==> config.mk <==
export PLATFORM = sky130hd
export DESIGN_NAME = wishbone_master_row_writer
export DESIGN_NICKNAME = d
export VERILOG_FILES = /design/src/rtl/wishbone_master_row_writer_pkg.sv /design/src/rtl/wishbone_master_row_writer_watchdog.sv /design/src/rtl/wishbone_master_row_writer.sv
export SDC_FILE = /design/constraint.sdc
export NUM_CORES = 1
export LEC_CHECK = 0
export BUFFER_PORTS_ARGS = -buffer_cell sky130_fd_sc_hd__buf_2
export CORE_MARGIN = 3
export CORE_UTILIZATION = 55
export CTS_CLUSTER_DIAMETER = 200
export DETAILED_ROUTE_END_ITERATION = 8
export GPL_TIMING_DRIVEN = 0
export PLACE_DENSITY = 0.8
export RECOVER_POWER = 50
export SLEW_MARGIN = 5
export SYNTH_ARGS = -nofsm -noshare
export SYNTH_HDL_FRONTEND = slang
export SYNTH_HIERARCHICAL = 1
export SYNTH_SLANG_ARGS = --single-unit
==> constraint.sdc <==
create_clock -name CLK_I -period 3 [get_ports CLK_I]
set_clock_uncertainty 0.2 [all_clocks]
set_input_delay 0.6 -clock CLK_I [delete_from_list [all_inputs] [get_ports CLK_I]]
set_output_delay 0.6 -clock CLK_I [all_outputs]
set_load 0.05 [all_outputs]
==> src/rtl/wishbone_master_row_writer_pkg.sv <==
// Bus-width and address-tag definitions shared by the host-side master and the core's slave port.
// The row-to-word helper fixes the order in which words are sent (most significant first).
package wishbone_master_row_writer_pkg;

    localparam int WB_WIDTH     = 32;
    localparam int MCU_TAG_SIZE = 2;
    localparam int ROW_WIDTH    = 96;

    localparam logic [MCU_TAG_SIZE-1:0] TAG_WBS_INSTRUCTION_ADDRESS_TYPE = 2'b10;
    localparam logic [MCU_TAG_SIZE-1:0] TAG_WBS_DATA_ADDRESS_TYPE        = 2'b01;

    function automatic logic [WB_WIDTH-1:0] row_word(input logic [ROW_WIDTH-1:0] row,
                                                     input logic [1:0] k);
        case (k)
            2'd0:    return row[95:64];
            2'd1:    return row[63:32];
            default: return row[31:0];
        endcase
    endfunction

endpackage

==> src/rtl/wishbone_master_row_writer_watchdog.sv <==
// ACK watchdog: 4-bit counter with clear/increment.
// tc_o flags the last cycle in which an ACK is still accepted.
module wb_ack_watchdog #(
    parameter logic [3:0] TIMEOUT = 4'd15
) (
    input  logic clk_i,
    input  logic rst_n_i,
    input  logic clear_i,
    input  logic incr_i,
    output logic tc_o
);

    logic [3:0] count_q;
    logic [3:0] count_d;

    always_comb begin
        count_d = count_q;
        if (clear_i) begin
            count_d = 4'd0;
        end else if (incr_i) begin
            count_d = count_q + 4'd1;
        end
    end

    always_ff @(posedge clk_i or negedge rst_n_i) begin
        if (!rst_n_i) begin
            count_q <= 4'd0;
        end else begin
            count_q <= count_d;
        end
    end

    // Strobe phase spans TIMEOUT cycles; ACK in the final one still counts.
    assign tc_o = (count_q == TIMEOUT - 4'd1);

endmodule

==> src/rtl/wishbone_master_row_writer.sv <==
// Wishbone master that writes one data row (3 words) or one instruction (2 words) into the core,
// then issues the commit cycle (MST_O=1, CYC_O=0). Every output is registered from the next state.
module wishbone_master_row_writer
    import wishbone_master_row_writer_pkg::*;
#(
    parameter int ACK_TIMEOUT = 15
) (
    input  logic                    CLK_I,
    input  logic                    RST_I,
    input  logic                    iStart,
    input  logic                    iIsInstruction,
    input  logic [15:0]             iAddress,
    input  logic [95:0]             iDataRow,
    output logic                    oBusy,
    output logic                    oDone,
    output logic                    oError,
    output logic                    CYC_O,
    output logic                    STB_O,
    output logic                    WE_O,
    output logic                    MST_O,
    output logic [WB_WIDTH-1:0]     ADR_O,
    output logic [MCU_TAG_SIZE-1:0] TGA_O,
    output logic [WB_WIDTH-1:0]     DAT_O,
    input  logic                    ACK_I
);

    typedef enum logic [2:0] {
        S_IDLE, S_SETUP, S_CYC_UP, S_STROBE, S_GAP, S_COMMIT, S_FINISH, S_ABORT
    } state_t;

    state_t                  state_q, state_d;
    logic [1:0]              k_q, k_d;
    logic                    is_instr_q;
    logic [ROW_WIDTH-1:0]    row_q;
    logic                    accept;
    logic                    last_word;
    logic                    wd_clear, wd_incr, wd_tc;

    logic                    busy_d, done_d, error_d, cyc_d, stb_d, we_d, mst_d;
    logic [WB_WIDTH-1:0]     adr_d, dat_d;
    logic [MCU_TAG_SIZE-1:0] tga_d;

    assign accept    = (state_q == S_IDLE) && iStart;
    assign last_word = is_instr_q ? (k_q == 2'd1) : (k_q == 2'd2);
    assign wd_clear  = (state_d == S_STROBE) && (state_q != S_STROBE);
    assign wd_incr   = (state_q == S_STROBE) && !ACK_I;

    wb_ack_watchdog #(
        .TIMEOUT (4'(ACK_TIMEOUT))
    ) u_watchdog (
        .clk_i   (CLK_I),
        .rst_n_i (RST_I),
        .clear_i (wd_clear),
        .incr_i  (wd_incr),
        .tc_o    (wd_tc)
    );

    always_ff @(posedge CLK_I or negedge RST_I) begin
        if (!RST_I) begin
            state_q    <= S_IDLE;
            k_q        <= 2'd0;
            is_instr_q <= 1'b0;
            row_q      <= '0;
        end else begin
            state_q <= state_d;
            k_q     <= k_d;
            if (accept) begin
                is_instr_q <= iIsInstruction;
                row_q      <= iDataRow;
            end
        end
    end

    always_comb begin
        state_d = state_q;
        k_d     = k_q;
        case (state_q)
            S_IDLE: begin
                if (iStart) begin
                    state_d = S_SETUP;
                    k_d     = 2'd0;
                end
            end
            S_SETUP:  state_d = S_CYC_UP;
            S_CYC_UP: state_d = S_STROBE;
            S_STROBE: begin
                if (ACK_I) begin
                    state_d = S_GAP;
                end else if (wd_tc) begin
                    state_d = S_ABORT;
                end
            end
            S_GAP: begin
                if (last_word) begin
                    state_d = S_COMMIT;
                end else begin
                    k_d     = k_q + 2'd1;
                    state_d = S_STROBE;
                end
            end
            S_COMMIT: state_d = S_FINISH;
            S_FINISH: state_d = S_IDLE;
            S_ABORT:  state_d = S_IDLE;
            default:  state_d = S_IDLE;
        endcase
    end

    // Outputs are decoded from the next state so each is a plain flop.
    always_comb begin
        busy_d  = (state_d != S_IDLE);
        done_d  = 1'b0;
        error_d = 1'b0;
        cyc_d   = 1'b0;
        stb_d   = 1'b0;
        we_d    = 1'b0;
        mst_d   = 1'b0;
        adr_d   = ADR_O;
        tga_d   = TGA_O;
        dat_d   = DAT_O;
        if (accept) begin
            adr_d = {16'b0, iAddress};
            tga_d = iIsInstruction ? TAG_WBS_INSTRUCTION_ADDRESS_TYPE : TAG_WBS_DATA_ADDRESS_TYPE;
        end
        case (state_d)
            S_CYC_UP, S_GAP: begin
                cyc_d = 1'b1;
                we_d  = 1'b1;
                mst_d = 1'b1;
            end
            S_STROBE: begin
                cyc_d = 1'b1;
                stb_d = 1'b1;
                we_d  = 1'b1;
                mst_d = 1'b1;
                dat_d = row_word(row_q, k_d);
            end
            S_COMMIT: begin
                we_d  = 1'b1;
                mst_d = 1'b1;
            end
            S_FINISH: done_d  = 1'b1;
            S_ABORT:  error_d = 1'b1;
            default: ;
        endcase
    end

    always_ff @(posedge CLK_I or negedge RST_I) begin
        if (!RST_I) begin
            oBusy  <= 1'b0;
            oDone  <= 1'b0;
            oError <= 1'b0;
            CYC_O  <= 1'b0;
            STB_O  <= 1'b0;
            WE_O   <= 1'b0;
            MST_O  <= 1'b0;
            ADR_O  <= '0;
            TGA_O  <= '0;
            DAT_O  <= '0;
        end else begin
            oBusy  <= busy_d;
            oDone  <= done_d;
            oError <= error_d;
            CYC_O  <= cyc_d;
            STB_O  <= stb_d;
            WE_O   <= we_d;
            MST_O  <= mst_d;
            ADR_O  <= adr_d;
            TGA_O  <= tga_d;
            DAT_O  <= dat_d;
        end
    end

endmodule

==> impl_results.rst <==
.. list-table::
   :header-rows: 1

   * - Metric
     - Value
   * - Final GP Congestion
     - 0.877
   * - Max H-tree Level
     - 4
   * - FFs w/ async S/R, synth
     - 1.00
   * - Power density of the placed cells
     - 1210 nW/um2
   * - Unrepaired setup endpoints after global routing
     - no
   * - Diode insertion count for antenna repair
     - 0
   * - Crit. End Element
     - register
   * - Mean instance size in the synthesized netlist
     - 9.44 um2
   * - Remaining Overflow, GRT
     - 0
   * - Top layer in use
     - met5
   * - FMAX
     - 416 MHz
   * - Number of global-route vias before repair
     - 5848
   * - Sink count of the clock tree
     - 161
   * - HPWL after detailed placement
     - 13100 um
   * - Ratio of final minimum period to clock period
     - 0.800
   * - Remaining design rule violation count
     - 0
   * - Total of warnings raised by yosys
     - 6
   * - Number of buffers created by CTS
     - 17
   * - Detail Route met2 WL
     - 8830 um
   * - Critical path type
     - register to register
   * - Vias
     - 6242
   * - Number of vias per cell
     - 5.35
   * - Maximum single-stage delay on the critical path
     - 0.43 ns
   * - Maximum vdd ir drop
     - 0.706 mV
   * - Maximum root-to-sink buffer count
     - 2
   * - Die Y
     - 121 um
   * - Post-synthesis sequential element count
     - 161
   * - Wire length of the first global-routing pass
     - 29100 um
   * - Biggest area contributors in the synthesized netlist
     - sky130_fd_sc_hd__dfrtp_1 (55%), sky130_fd_sc_hd__nand2_1 (13%), sky130_fd_sc_hd__mux2_1 (5.2%), sky130_fd_sc_hd__o21ai_0 (4.6%), sky130_fd_sc_hd__a41oi_1 (3.8%)
   * - Fraction of the core area covered by cells at the end of the flow
     - 0.711
   * - Hold/Removal Path Class
     - primary input to register
   * - TritonRoute pass-1 iters
     - 5
   * - Top-count cell post-synth
     - sky130_fd_sc_hd__nand2_1
   * - DR WL met3
     - 1380 um
   * - Total power of the final layout
     - 11.0 mW
   * - Post-CTS clock slew at the launch and capture registers of the worst setup and hold paths
     - 0.06 ns
   * - Top cell type by total area after synthesis
     - sky130_fd_sc_hd__dfrtp_1
   * - Outcome
     - complete, no violations
   * - Most used flip-flop cell after synthesis
     - sky130_fd_sc_hd__dfrtp_1
   * - Required time worst endpoint
     - 3.15 ns
   * - Leakage dissipation
     - 4.48 nW
   * - Maximum fanout along the worst path
     - 10
   * - Sum of routed wire segments on met1
     - 8130 um
   * - Width of the die
     - 121 um
   * - Proportion of netlist area held by the largest area contributor
     - 0.552
   * - Count of final setup violators
     - 0
   * - Ordered cell list for the critical path
     - inv_1 > ha_1 > and3_1 > o21ai_1 > and2_1 > buf_1 > clkbuf_1 > nor3_1 > a41oi_1
   * - Number of pins with negative max-slew slack in the final report
     - 0
   * - Drt initial violations
     - 498
   * - Final number of hold-violating endpoints
     - 0
   * - Std-Cell Rows
     - 41
   * - Total core area
     - 12800 um2
   * - Pin count of the biggest net entering global routing
     - 88
   * - Clock tree from TritonCTS
     - yes
   * - Number of different library cells in the post-synthesis netlist
     - 45
   * - Post-synthesis instance total
     - 773
   * - Root buf cell
     - sky130_fd_sc_hd__clkbuf_16
   * - Initial Util
     - 0.571
   * - IO buf count
     - 173
   * - Overall routing resource usage
     - 0.256
   * - I/O pin total
     - 190
   * - Type of origin of the critical path
     - register
   * - Clock latency at the later pin of the worst-skew pair
     - 0.43 ns
   * - CP Data Arrival Time
     - 2.55 ns
   * - DR WL/cell
     - 16.0 um
   * - Antenna-violating nets left
     - 0
   * - Number of synthesized flops with an enable pin
     - 0
   * - List of most frequent post-synthesis cells
     - sky130_fd_sc_hd__nand2_1 (245), sky130_fd_sc_hd__dfrtp_1 (161), sky130_fd_sc_hd__o21ai_0 (67)
   * - Resized Gates After CTS
     - 0
   * - Total Die Area
     - 14700 um2
   * - Share of final-layout standard cells stronger than drive strength 1
     - 0.229
   * - Count of max-cap constraint violations
     - 0
   * - Number of antenna violations at the first check in global routing
     - 1
   * - Number of nets in the finished design
     - 1101
   * - Worst rel slew slack
     - 0.556
   * - Worst Tran Pin Value
     - 0.668 ns
   * - Sequential fraction of the synthesis area
     - 0.552
   * - Slowest stage cell on the critical path
     - sky130_fd_sc_hd__clkbuf_1
   * - Netlist area before placement
     - 7300 um2
   * - Final Routed Wirelength
     - 18700 um
   * - Area added between synthesis and finish
     - 24.4%
   * - Final worst path period need
     - 2.40 ns
through the flow:
stage               TNS (ns)  hold WS, ns  area, um2  worst slack (ns)  std cells
floorplan                  0        0.104       7360             0.991        788
global placement     -205.47        0.253       8440             -1.29       1133
detailed placement         0        0.257       8470             0.376       1134
CTS                        0        0.142       9110             0.603       1167
global route               0        0.152       9080             0.381       1167
finish                     0        0.155       9080             0.599       1167
report_power, final:
part	internal (mW)	leakage (nW)	switching (mW)
sequential	3.24	1.96	0.609
combinational	1.55	2.22	3.36
clock	1.38	0.296	0.892
total	6.17	4.48	4.86
cells by family (layout without fill, tap and decap cells):
| family | Yosys count | count (layout) | share of synthesized area |
|---|---|---|---|
| other | 1 | 16 | 0.000514 |
| xor gates and xnor gates | 2 | 2 | 0.00240 |
| adders and majority gates | 2 | 2 | 0.00343 |
| buffers and inverters | 78 | 285 | 0.0557 |
| DFF | 161 | 161 | 0.552 |
| muxes | 35 | 35 | 0.0545 |
| AOI/OAI and AO/OA | 123 | 123 | 0.109 |
| and+or+nand+nor | 371 | 371 | 0.223 |
critical path: cells and delay by family (launching register included):
kind	cells	cell delay, ns
adders and majority gates	1	0.18
buffers and inverters	3	0.79
DFF	1	0.40
and+or+nand+nor	3	0.45
AOI/OAI and AO/OA	2	0.30
layer usage:
layer	global-route usage	up-vias
li1	-	2995
met5	0	-
met4	0.0854	2
met3	0.0690	33
met2	0.404	235
met1	0.348	2977
cell usage in the layout, fill, tap and decap left out, types with 5 or more instances in the layout:
cell,synthesis,routed
sky130_fd_sc_hd__nor3_1,35,35
sky130_fd_sc_hd__clkbuf_16,0,17
sky130_fd_sc_hd__o21ai_0,67,69
sky130_fd_sc_hd__nor2b_1,35,35
sky130_fd_sc_hd__nand2_1,245,245
sky130_fd_sc_hd__buf_2,19,168
sky130_fd_sc_hd__nand3_1,32,32
sky130_fd_sc_hd__nor2_1,5,5
sky130_fd_sc_hd__conb_1,1,16
sky130_fd_sc_hd__clkbuf_1,33,57
sky130_fd_sc_hd__mux2_1,34,34
sky130_fd_sc_hd__buf_4,20,20
sky130_fd_sc_hd__dfrtp_1,161,161
sky130_fd_sc_hd__a41oi_1,32,32
final cells by class:
| cell class | count | area [um2] |
|---|---|---|
| plain buffers | 76 | 398 |
| clock buffers | 21 | 470 |
| clock inverters | 11 | 153 |
| fillers | 1019 | 3690 |
| inverters | 2 | 7.51 |
| multi-input cells | 549 | 2920 |
| flip-flops and latches | 161 | 4030 |
| well taps | 172 | 215 |
| repair buffers | 175 | 886 |
timing repair:
item / CTS / global route
hold buffers: 1 / 0
hold endpoints to repair: 74 / 0
setup buffers: 0 / 0
setup endpoints to repair: 0 / 0
state kept, by name, indices dropped and copies added, names as in the netlist:
name,count
row_q,96
TGA_O,1
ADR_O,16
is_instr_q,1
DAT_O,32
oDone,1
oBusy,1
CYC_O,1
u_watchdog/count_q,4
STB_O,1
state_q,3
oError,1
MST_O,1
k_q,2
worst paths after layout:
check,startpoint,endpoint,slack [ns],cells after the start
setup / recovery,u_watchdog/count_q[0],DAT_O[13],0.60,9
hold / removal,iDataRow[92],row_q[92],0.15,3
setup reg to reg,u_watchdog/count_q[0],DAT_O[13],0.60,9
hold reg to reg,row_q[26],row_q[26],0.27,2
max in group asynchronous,RST_I,DAT_O[26],1.30,3
min in group asynchronous,RST_I,u_watchdog/count_q[3],0.52,2
No activity file was read; power rests on OpenSTA's default activity.
